`src/rtl/pipe_stall_ctrl.sv`:
```
// -----------------------------------------------------------------------------
// pipe_stall_ctrl
//   Central stall sequencer for the 5-stage pipeline. It merges the ID
//   load-use bubble request and the EX multi-cycle divide request into one
//   6-bit stall vector for PC/IF/ID/EX/MEM/WB. It also runs a two-state FSM
//   that tracks an outstanding divide, a watchdog that forces a release when
//   the divider hangs, and a one-cycle divider start pulse.
//
//   Optional feature macro: STALL_PERF_EN
//     When defined, two saturating 32-bit performance counters record
//     load-use and divide stall cycles. When it is not defined, both counter
//     ports are tied to zero.
//
// Ports
//   clk               in   1   clock, single domain
//   rst               in   1   reset, asynchronous, active-high
//   stallreq_from_id  in   1   load-use hazard (lw in EX, dependent in ID)
//   stallreq_from_ex  in   1   EX holds a divide that needs multi-cycle exec
//   div_ready_i       in   1   divider result valid this cycle
//   stall             out  6   bit0 PC .. bit5 WB, 1 = stop
//   div_start_o       out  1   one-cycle pulse that launches the divider
//   div_busy_o        out  1   FSM is in DIV_BUSY
//   div_timeout_o     out  1   sticky, watchdog expired since reset
//   lu_stall_cnt_o    out  32  load-use stall cycles (STALL_PERF_EN)
//   div_stall_cnt_o   out  32  divide stall cycles (STALL_PERF_EN)
// -----------------------------------------------------------------------------
module pipe_stall_ctrl #(
   parameter int DIV_MAX_CYCLES = 40,
   parameter int CNT_W          = 6
) (
   input  logic        clk,
   input  logic        rst,
   input  logic        stallreq_from_id,
   input  logic        stallreq_from_ex,
   input  logic        div_ready_i,
   output logic [5:0]  stall,
   output logic        div_start_o,
   output logic        div_busy_o,
   output logic        div_timeout_o,
   output logic [31:0] lu_stall_cnt_o,
   output logic [31:0] div_stall_cnt_o
);

   localparam logic [5:0] STALL_NONE = 6'b000000;
   localparam logic [5:0] STALL_LU   = 6'b000111;  // PC/IF/ID hold, bubble into EX
   localparam logic [5:0] STALL_DIV  = 6'b001111;  // PC..EX hold, bubble into MEM

   localparam logic [CNT_W-1:0] WDOG_LAST = CNT_W'(DIV_MAX_CYCLES - 1);

   // A one-bit encoding leaves no unused codes, so every value decodes legally.
   typedef enum logic {
      RUN      = 1'b0,
      DIV_BUSY = 1'b1
   } state_t;

   state_t           state;
   logic [CNT_W-1:0] wdog;
   logic             armed;      // low during reset and until the first edge after it
   logic             wdog_hit;

   // Stall vector and start pulse respond in the same cycle as the request.
   // Requests are masked until the first clock edge after reset, which keeps
   // stall at zero while rst is high and on the first cycle after release.
   always_comb begin
      // NOTE: every output of this block gets a default first so that no
      // path through the case statement can leave one unassigned (latch).
      stall       = STALL_NONE;
      div_start_o = 1'b0;
      wdog_hit    = 1'b0;
      case (state)
         DIV_BUSY: begin
            if (div_ready_i) begin
               stall = STALL_NONE;         // EX captures the result this edge
            end else if (wdog == WDOG_LAST) begin
               wdog_hit = 1'b1;
            end else begin
               stall = STALL_DIV;          // also covers any ID request
            end
         end
         default: begin
            if (!armed) begin
               stall = STALL_NONE;
            end else if (stallreq_from_ex) begin
               // EX wins a collision: its instruction is the older one.
               stall       = STALL_DIV;
               div_start_o = 1'b1;
            end else if (stallreq_from_id) begin
               stall = STALL_LU;
            end
         end
      endcase
   end

   // NOTE: state is updated with non-blocking assignments only, so every
   // register samples the values from before this edge.
   always_ff @(posedge clk or posedge rst) begin
      if (rst) begin
         state         <= RUN;
         wdog          <= '0;
         div_timeout_o <= 1'b0;
         armed         <= 1'b0;
      end else begin
         armed <= 1'b1;
         case (state)
            DIV_BUSY: begin
               if (div_ready_i) begin
                  state <= RUN;
               end else if (wdog_hit) begin
                  state         <= RUN;
                  div_timeout_o <= 1'b1;
               end else begin
                  wdog <= wdog + CNT_W'(1);
               end
            end
            default: begin
               // A request seen in the release cycle is only taken once back in RUN.
               if (div_start_o) begin
                  state <= DIV_BUSY;
                  wdog  <= '0;
               end
            end
         endcase
      end
   end

   assign div_busy_o = (state == DIV_BUSY);

`ifdef STALL_PERF_EN
   always_ff @(posedge clk or posedge rst) begin
      if (rst) begin
         lu_stall_cnt_o  <= '0;
         div_stall_cnt_o <= '0;
      end else begin
         if (stall == STALL_LU && lu_stall_cnt_o != 32'hFFFF_FFFF)
            lu_stall_cnt_o <= lu_stall_cnt_o + 32'd1;
         if (stall == STALL_DIV && div_stall_cnt_o != 32'hFFFF_FFFF)
            div_stall_cnt_o <= div_stall_cnt_o + 32'd1;
      end
   end
`else
   assign lu_stall_cnt_o  = 32'h0;
   assign div_stall_cnt_o = 32'h0;
`endif

endmodule

```
`config.mk`:
```
export PLATFORM = sky130hd
export DESIGN_NAME = pipe_stall_ctrl
export DESIGN_NICKNAME = d
export VERILOG_FILES = /design/src/rtl/pipe_stall_ctrl.sv
export SDC_FILE = /design/constraint.sdc
export NUM_CORES = 1
export LEC_CHECK = 0
export BUFFER_PORTS_ARGS = -buffer_cell sky130_fd_sc_hd__buf_4
export CAP_MARGIN = 10
export CORE_ASPECT_RATIO = 1.4
export CORE_MARGIN = 4
export CORE_UTILIZATION = 38
export DETAILED_ROUTE_END_ITERATION = 12
export HOLD_SLACK_MARGIN = 0.12
export PLACE_DENSITY_LB_ADDON = 0.08
export SLEW_MARGIN = 10
export SYNTH_ARGS = -nofsm -noshare
export SYNTH_HDL_FRONTEND = slang
export SYNTH_SLANG_ARGS = --single-unit
```
`constraint.sdc`:
```
create_clock -name clk -period 1.6 [get_ports clk]
set_input_delay 0 -clock clk [delete_from_list [all_inputs] [get_ports clk]]
set_output_delay 0 -clock clk [all_outputs]
set_load 0.03 [all_outputs]
```
==> Yosys cells after proc, flatten, opt, wreduce, memory -nomap -nowiden <==
Index checks and enable logic that the tools add are counted.
{ "classes": {"add_sub_neg": 1, "multipliers": 0, "div": 0, "n_lt_le_gt_ge": 0, "eq_ne": 3, "shift": 0, "muxes": 20, "bitwise": 1, "reduce_logical": 3} }
{ "op_table": {"columns": ["cell", "count"], "rows": [
  ["6-bit two-way mux", 5],
  ["4-bit two-way mux", 4],
  ["1-bit two-way mux", 10],
  ["6-bit by 1-bit adder with 6-bit output (second input constant)", 1],
  ["6-bit equality test (second input constant)", 1],
  ["3-bit AND reduction", 2],
  ["2-bit inequality test (second input constant)", 2],
  ["3-bit two-way mux", 1],
  ["2-bit nonzero test", 1],
  ["1-bit inverter", 1]
]} }
{ "word_totals": {"ff_bits": 9, "latch_bits": 0, "mem_bits_rw": 0, "mem_bits_ro": 0, "wordCells": 32, "n_memories": 0} }

==> Logic depth before layout (Yosys ltp) <==
{ "depth": {"depth_word": 7, "ltp_mapped": 4} }

==> Worst setup path after synthesis <==
OpenSTA, ideal clock, no wires.
{ "synth_timing": {"path_kind": "register to register", "startpoint": "register state (netlist: div_busy_o)", "endpoint": "register wdog[5]", "t_arrival_ns": 1.365, "setup_slack_ns": 0.155, "path_stages_with_launch": 4, "path_buffers": 0, "path_cell_list": "dfrtp_1 -> nand2b_2 -> or4_1 -> a21oi_1"} }
{ "synth_via": {"elab_chain_cells": 3} }
{ "synth_lines": {"columns": ["item", "line", "text"], "rows": [
  ["start: declaration", "56", "state_t state;"],
  ["start signal: assignment", "98", "state <= RUN;"],
  ["start signal: assignment", "107", "state <= RUN;"],
  ["start signal: assignment", "109", "state <= RUN;"],
  ["1-bit two-way mux", "70", "case (state)"],
  ["2-bit inequality test (no source line) / 2-bit nonzero test (equally long branches)", null, null],
  ["3-bit AND reduction (no source line)", null, null],
  ["end signal: assignment", "112", "wdog <= wdog + CNT_W'(1);"],
  ["end: declaration", "57", "logic [CNT_W-1:0] wdog;"]
]} }
Parallel ways exist; a longest one is shown, timed or not.
A chain may end at the register's enable or synchronous reset.

==> Final worst setup path <==
{ "layout_timing": {"startpoint": "register wdog[0]", "endpoint": "output stall[2]"} }
{ "layout_via": {"elab_chain_cells": 4} }
{ "layout_lines": {"columns": ["item", "line", "text"], "rows": [
  ["6-bit equality test", "74", "end else if (wdog == WDOG_LAST) begin"],
  ["4-bit two-way mux", "74", null],
  ["4-bit two-way mux", "72", "if (div_ready_i) begin"],
  ["6-bit two-way mux", "70", null],
  ["end: declaration", "36", "output logic [5:0] stall,"]
]} }
No other way between the ends.

==> summary.txt <==
Run status
  – Status: complete, no violations

Synthesis
  – Post-synth top area share: 0.516
  – Synthesis-stage register bit count: 9
  – Number of flops mapped to enable cells by yosys: 0
  – Yosys warns: 0
  – Synth area leaders: buf_4, dfrtp_1, mux2i_1
  – Post-synth top cells: buf_4, dfrtp_1, inv_1, nand2_1, a21oi_1
  – Synth cell types: 26
  – Cell taking the most area after synthesis: buf_4
  – Sequential-to-total area share from yosys stat: 0.228
  – Synth Cell Area: 990 um2
  – Top FF cell, synth: dfrtp_1
  – Most numerous cell in the Yosys netlist: buf_4
  – Asr flop ratio synth: 1.00
  – Mapped Avg Cell Area: around 8.6 um2
  – Post-Synthesis Cells: approximately 120

Power and ir drop
  – Comb pwr share: 0.577
  – Seq pwr share: 0.281
  – Clock network power share: 0.142
  – Tot Pwr: approximately 1.2 mW
  – Psw: between 0.6 and 0.7 mW
  – Peak supply drop: between 0.6 and 0.7 mV
  – Leak: 0.536 nW
  – Switch share: 0.522
  – Pwr Density: between 1000 and 1500 nW/um2
  – Internal power: approximately 0.59 mW

Die
  – Die height: slightly below 70 um
  – Core Area: between 2000 and 2500 um2
  – DIE WIDTH: 51.1 um
  – Site Rows: 21
  – Die area: about 3500 um2
  – Starting Density: 0.405
  – I/O pin cnt: between 70 and 80

Final layout
  – Area delta synth->final: -7.59%
  – N_diodes: 0
  – Core Util, Final: 0.374
  – Nets: roughly 140
  – Fill cells: 263
  – Finished layout cell area: a little over 900 um2
  – Layout cells sized above 1: 0.160

Detailed routing
  – Detail Route Antenna Nets: 0
  – Drt drc: 0
  – DR pass1 iterations: 4
  – Routed len/inst: 9.65 um
  – Routed wire length: between 1.5 and 2 mm
  – Via Count: between 500 and 600
  – Vias/cell: roughly 3.6
  – Initial DRC count: 5

Global route
  – Largest net degree at the start of global routing: 10
  – First-pass GRT wire length: between 2 and 2.5 mm
  – Vias in the first global route: roughly 440
  – Initial antenna violation count: 0
  – GRT overflow: 0
  – Total track usage: 0.0777

Worst setup path
  – CP required: about 1.6 ns
  – Startpoint types: flip-flop
  – CP Max Fanout: 5
  – CP arrival: 1.52 ns
  – Setup CP Type: flip-flop to primary output
  – Critical Path Sink Type: primary output

Worst hold path
  – Worst min path class: input port to flip-flop

Clock tree
  – Clk buf depth: 2
  – CTS tree: built
  – # clock sinks: 9
  – Cts bufs inserted: 3
  – Root Buffer: clkbuf_4
  – Worst-path clk slew: roughly 0.07 ns
  – H-Tree Depth: 1
  – Clock latency at the later pin of the worst-skew pair: ~0.26 ns

Run
  – Max-cap violations: 0

Placed design
  – Gpl congestion: between 0.7 and 0.8
  – Post-DP HPWL: approximately 1.3 mm
  – Placement Cell Area: 856 um2
  – Port buffer count: 11

Timing
  – Max Clock Freq: between 600 and 700 MHz
  – Final worst path period share: 0.950
  – Final setup vio count: 0
  – Final hold violations: 0
  – RSZ-0062 raised after global routing: true
  – Clk_skew: between 0.001 and 0.0015 ns
  – Fin Setup TNS: 0 ns
  – Crit path time final: between 1.5 and 2 ns
  – Slew Limit Fails: 0
==> placed cells by master (no fill, tap or decap), drive strengths merged, types with 2 or more instances in the layout <==
| cell | Yosys | final |
|---|---|---|
| inv | 4 | 4 |
| a22o | 2 | 2 |
| conb | 2 | 67 |
| o211ai | 2 | 2 |
| nand2 | 4 | 4 |
| dfrtp | 9 | 9 |
| nand3b | 2 | 2 |
| clkbuf | 0 | 3 |
| a21oi | 3 | 3 |
| mux2i | 2 | 2 |
| o221ai | 2 | 2 |
| buf | 68 | 14 |
==> area by class of cell <==
class / count / area, um2 / share of cell area
Timing Repair Buffer: 15 / 115 / 0.126
Tap cell: 34 / 42.5 / 0.0465
Multi-Input combinational cell: 99 / 489 / 0.535
Inverter: 4 / 15.0 / 0.0164
Sequential cell: 9 / 225 / 0.246
Clock buffer: 3 / 22.5 / 0.0246
Clock inverter: 1 / 5.00 / 0.00547
==> kinds of logic (layout without fill, tap and decap cells) <==
family                   Yosys count  count (layout)  synth area share
AO/OA/AOI/OAI                     15              15             0.111
adder cells (fa/ha/maj)            1               1            0.0126
buffers and inverters             72              23             0.531
flip-flops                         9               9             0.228
multiplexers                       2               2            0.0202
other                              2              67           0.00759
AND/OR/NAND/NOR                   14              14            0.0898
==> layer usage <==
layer / GRT usage / routed length, um
met1: 0.0944 / 486
met2: 0.127 / 882
met3: 0.0240 / 223
met4: 0.0303 / 0
met5: 0 / 0
==> path summary, 6_finish.rpt <==
kind	cells after the start	slack, ns	endpoint	from
setup / recovery	5	0.08	stall[2]	wdog[0]$_DFFE_PP0P_
hold / removal	4	0.14	wdog[2]$_DFFE_PP0P_	div_ready_i
setup reg to reg	4	0.14	wdog[1]$_DFFE_PP0P_	wdog[0]$_DFFE_PP0P_
hold reg to reg	1	0.49	div_timeout_o$_DFFE_PP0P_	div_timeout_o$_DFFE_PP0P_
max in group asynchronous	3	1.08	wdog[5]$_DFFE_PP0P_	rst
min in group asynchronous	3	0.27	armed$_DFF_PP0_	rst
==> state kept, by name, summed over array words and instances (netlist names) <==
signal,flops
wdog,6
div_timeout_o,1
armed,1
div_busy_o,1
==> critical path, stage by stage, from the launching register on <==
cell and delay, ns:
dfrtp_1 0.40, ha_1 0.22, buf_4 0.16, a31o_2 0.21, nand2_1 0.10, buf_4 0.17
==> per-stage QoR <==
stage / instances / setup slack [ns] / hold slack, ns
after floorplan: 180 / 0.155 / -0.172
after global placement: 158 / 0.176 / 0.00539
after detailed placement: 158 / 0.128 / 0.00274
after CTS: 163 / 0.0548 / 0.126
after global routing: 165 / -0.0168 / 0.147
final: 165 / 0.0803 / 0.138
==> power groups by stage <==
stage	Clock (mW)	Sequential [mW]	Combinational [mW]
finish	0.177	0.351	0.718
global route	0.204	0.362	0.769
CTS	0.184	0.350	0.675
detailed placement	0	0.355	0.671
global placement	0	0.354	0.673
floorplan	0	0.356	0.649
==> what timing repair did <==
action / 4_1_cts / 5_1_grt
endpoints found under the hold margin: 9 / 0
setup endpoints to repair: 0 / 3
gates resized for setup: 0 / 1
hold buffers: 1 / 0
setup buffers: 0 / 2
Power figures use the tool's default switching activity.
